File: config.mk
export PLATFORM = sky130hd
export DESIGN_NAME = pc_control_unit
export DESIGN_NICKNAME = d
export VERILOG_FILES = /design/src/rtl/pc_control_unit.sv
export SDC_FILE = /design/constraint.sdc
export NUM_CORES = 1
export LEC_CHECK = 0
export ABC_CLOCK_PERIOD_IN_PS = 2800
export BUFFER_PORTS_ARGS = -buffer_cell sky130_fd_sc_hd__buf_4
export CAP_MARGIN = 20
export CORE_MARGIN = 3
export CORE_UTILIZATION = 46
export DETAILED_ROUTE_END_ITERATION = 6
export GPL_TIMING_DRIVEN = 0
export HOLD_SLACK_MARGIN = 0.12
export PLACE_DENSITY_LB_ADDON = 0.05
export SKIP_LAST_GASP = 1
export SLEW_MARGIN = 10
export SYNTH_ARGS = -nofsm -noshare
export SYNTH_HDL_FRONTEND = slang
export SYNTH_SLANG_ARGS = --single-unit
File: constraint.sdc
create_clock -name clk -period 2.8 [get_ports clk]
set_input_delay 0.56 -clock clk [delete_from_list [all_inputs] [get_ports clk]]
set_output_delay 0.56 -clock clk [all_outputs]
set_load 0.005 [all_outputs]
File: src/rtl/pc_control_unit.sv
// pc_control_unit: program counter register with parametrised next-PC source
// selection, conditional branch evaluation and exception entry/return.
module pc_control_unit #(
  parameter int unsigned           WIDTH       = 32,
  parameter int unsigned           NSRC        = 5,
  parameter int unsigned           SELW        = 3,
  parameter logic [WIDTH-1:0]      RESET_PC    = '0,
  parameter logic [WIDTH-1:0]      EXC_VECTOR  = 32'h0000_00FC,
  parameter logic [WIDTH-1:0]      EPC_OFFSET  = 4,
  parameter bit                    ALIGN_CHECK = 1'b1
) (
  input  logic                  clk,
  input  logic                  reset,
  input  logic [NSRC*WIDTH-1:0] src_bus,
  input  logic [SELW-1:0]       src_sel,
  input  logic                  pc_write,
  input  logic                  pc_write_cond,
  input  logic [1:0]            branch_type,
  input  logic                  alu_zero,
  input  logic                  alu_neg,
  input  logic                  exc_req,
  input  logic [1:0]            exc_cause,
  input  logic                  eret,
  output logic [WIDTH-1:0]      pc_out,
  output logic [WIDTH-1:0]      epc_out,
  output logic [1:0]            cause_out,
  output logic                  in_handler,
  output logic                  double_fault,
  output logic                  sel_err
);

  typedef enum logic {RUN, HANDLER} state_t;

  localparam logic [1:0] CAUSE_MISALIGN = 2'd3;

  state_t           state, state_n;
  logic [WIDTH-1:0] target;
  logic             sel_valid;
  logic             cond_ok;
  logic             taken;
  logic             misaligned;
  logic [WIDTH-1:0] pc_n, epc_n;
  logic [1:0]       cause_n;
  logic             df_n, sel_err_n;

  // Source mux: slice src_sel of src_bus; out-of-range selects flag invalid.
  always_comb begin
    target    = '0;
    sel_valid = 1'b0;
    for (int unsigned i = 0; i < NSRC; i++) begin
      if (src_sel == SELW'(i)) begin
        target    = src_bus[i*WIDTH +: WIDTH];
        sel_valid = 1'b1;
      end
    end
  end

  // Branch condition from ALU flags and write-taken / misalignment decode.
  always_comb begin
    unique case (branch_type)
      2'd0:    cond_ok = alu_zero;
      2'd1:    cond_ok = !alu_zero;
      2'd2:    cond_ok = alu_neg | alu_zero;
      default: cond_ok = !alu_neg && !alu_zero;
    endcase
    taken      = pc_write | (pc_write_cond & cond_ok);
    misaligned = ALIGN_CHECK && taken && sel_valid && (target[1:0] != 2'b00);
  end

  // Next-state and next-register values, highest priority event first.
  always_comb begin
    state_n   = state;
    pc_n      = pc_out;
    epc_n     = epc_out;
    cause_n   = cause_out;
    df_n      = double_fault;
    sel_err_n = 1'b0;
    if (exc_req || misaligned) begin
      if (state == RUN) begin
        epc_n   = pc_out - EPC_OFFSET;
        cause_n = exc_req ? exc_cause : CAUSE_MISALIGN;
        pc_n    = EXC_VECTOR + (WIDTH'(cause_n) << 2);
        state_n = HANDLER;
      end else begin
        df_n = 1'b1;
      end
    end else if (eret && state == HANDLER) begin
      pc_n    = epc_out;
      state_n = RUN;
    end else if (taken) begin
      if (sel_valid) pc_n = target;
      else           sel_err_n = 1'b1;
    end
  end

  // State and output registers with synchronous reset.
  always_ff @(posedge clk) begin
    if (reset) begin
      state        <= RUN;
      pc_out       <= RESET_PC;
      epc_out      <= '0;
      cause_out    <= '0;
      double_fault <= 1'b0;
      sel_err      <= 1'b0;
    end else begin
      state        <= state_n;
      pc_out       <= pc_n;
      epc_out      <= epc_n;
      cause_out    <= cause_n;
      double_fault <= df_n;
      sel_err      <= sel_err_n;
    end
  end

  assign in_handler = (state == HANDLER);

endmodule

==> impl_metrics.tcl <==
set metrics [dict create \
    status "completed" \
    first_pass_iters 6 \
    cp.required_ns 3.06 \
    synth_area_um2 4540 \
    wl_um 17400 \
    yosysSeqAreaShare 0.304 \
    n_fill_cell 745 \
    antenna-diode-count 0 \
    routedWlPerCell_um 20.1 \
    syn_nets 658 \
    postCtsHoldBufs 0 \
    layout_common_cells "buf_4 (240), dfxtp_1 (69), nor2_1 (66)" \
    clk_latency_ns 0.35 \
    tns_ns 0 \
    drt_iter0_drc 375 \
    layout_commonest_cell "buf_4" \
    fin_ws_ns 0.150 \
    ios 244 \
    async_flop_share 0 \
    hold_class "reg2reg" \
    start_util 0.482 \
    placed_area_um2 6490 \
    htree_levels 3 \
    grtUsageTotal 0.300 \
    fin_util 0.718 \
    timing.slew.headroom 0.437 \
    worst_hold_slack_ns 0.485 \
    die_area_um2 11100 \
    path_cells "clkbuf_1, nor2b_1, a221oi_2, o211ai_2, a2111oi_4, buf_2, nand2_1, o221ai_1" \
    syn_avg_cell_area_um2 9.43 \
    fmax_ghz 0.377 \
    power.density_nw_per_um2 504 \
    cts_setup_buffers 0 \
    period_needed_ns 2.65 \
    hold_violations 0 \
    num_rows 35 \
    synth_edf_count 0 \
    leakagePower_uw 0.00289 \
    arrival_ns 2.91 \
    worst_path_largest_cell_delay_ns 0.70 \
    grt_remaining_overflow 0 \
    yosys_warnings 0 \
    critical_path_peak_fanout 10 \
    end_kind "flop" \
    antenna_found_initial 0 \
    gp_congestion 0.937 \
    cts_resized 0 \
    fin_worst_skew_ns 0.0138 \
    root_buffer "clkbuf_8" \
    drcViolationCount 0 \
    grt_max_degree 13 \
    finalNetCount 908 \
    maxCapViolCount 0 \
    cts.sinks 69 \
    ant_nets 0 \
    numCtsBuffers 9 \
    synth.distinct_cells 62 \
    clockBufferDepth 2 \
    regArea_um2 1380 \
    ir_worst_vdd_v 0.000372 \
    synth_seq_cells 69 \
    final-setup-viol-count 0 \
    design_area_um2 6760 \
    drv_slew 0 \
    cp_slowest_cell "a2111oi_4" \
    port_buffers 239 \
    synthFlopType "dfxtp_1" \
    critPathKind "in2reg" \
    crit_path_start_kind "input pin" \
    grt_pass1_wl_um 26600 \
    core_um2 9420 \
    place_hpwl_um 13700 \
    dieWidth_um 105 \
    syn_inst 481 \
    drt-vias-per-instance 5.93 \
    grt_pass1_vias 5002 \
    drive_above_1_share 0.455 \
    syn2layout_area_growth_pct 49.0 \
    cts_tree "yes" \
    multi_input_area_um2 2850 \
    period_share 0.946 \
    tightest_slew_ns 0.840 \
    path_clk_slew_ns 0.08 \
    vias 5132 \
    dpl_worst_slack_ns -0.166 \
    dieHeight_um 105 \
]
Yosys cell counts (all sizes together), types with 9 or more instances:
master  count  area (um2)
mux4       27         608
clkbuf     20        75.1
nor2       67         254
xnor2      23         201
nand2      32         120
dfxtp      69        1380
inv        30         113
buf        20         120
o221ai     17         149
o21ai      14        70.1
a22oi      19         143
a222oi     11         110
nor4       10         141
a211oi     31         278
a21oi       9        45.0
state kept, by name, summed over array words and instances, names as in the netlist:
| register | cells |
|---|---|
| sel_err | 1 |
| cause_out | 2 |
| epc_out | 32 |
| in_handler | 1 |
| pc_out | 32 |
| double_fault | 1 |
path summary, 6_finish.rpt:
path / start / slack [ns] / to / depth (start not counted)
max: src_sel[2] / 0.15 / pc_out[23] / 8
max reg2reg: in_handler / 0.21 / pc_out[23] / 6
min reg2reg: pc_out[1] / 0.49 / pc_out[1] / 1
min: pc_out[1] / 0.49 / pc_out[1] / 1
report_power, final:
part / internal [uW] / leakage [uW] / switching, uW
clock: 685 / 0.000131 / 412
sequential: 1070 / 0.000565 / 101
combinational: 595 / 0.00220 / 544
metrics by stage:
step	cells	total power (uW)
2_1_floorplan	481	1810
3_3_place_gp	849	2290
3_5_place_dp	849	2310
4_1_cts	865	3390
5_1_grt	865	3540
6_report	865	3410
cell type report:
cell class              count  share of cell area
multi-input cells         342               0.422
repair buffers            239               0.265
flip-flops and latches     69               0.204
plain buffers              40              0.0291
well taps                 129              0.0239
clock inverters             6              0.0198
clock buffers              10              0.0189
inverters                  30              0.0167
critical path, delay by kind of cell:
family / cells / cell delay (ns)
AOI/OAI and AO/OA: 4 / 1.39
and+or+nand+nor: 2 / 0.29
buffers and inverters: 2 / 0.66
metal layers:
layer / vias to the layer above / part of all wire / GRT usage
met3: 33 / 0.080 / 0.0484
met1: 2480 / 0.39 / 0.387
met5: - / 0 / 0
met2: 285 / 0.51 / 0.505
met4: 0 / 0.024 / 0.109
li1: 2334 / - / -
cells by family after synthesis:
kind of cell               Yosys count  share of synthesized area
AOI/OAI and AO/OA                  132                      0.240
xor gates and xnor gates            24                     0.0463
adders and majority gates            2                    0.00551
buffers and inverters               70                     0.0678
DFF                                 69                      0.304
muxes                               42                      0.171
and+or+nand+nor                    142                      0.165
(Power assumes the default switching activity.)
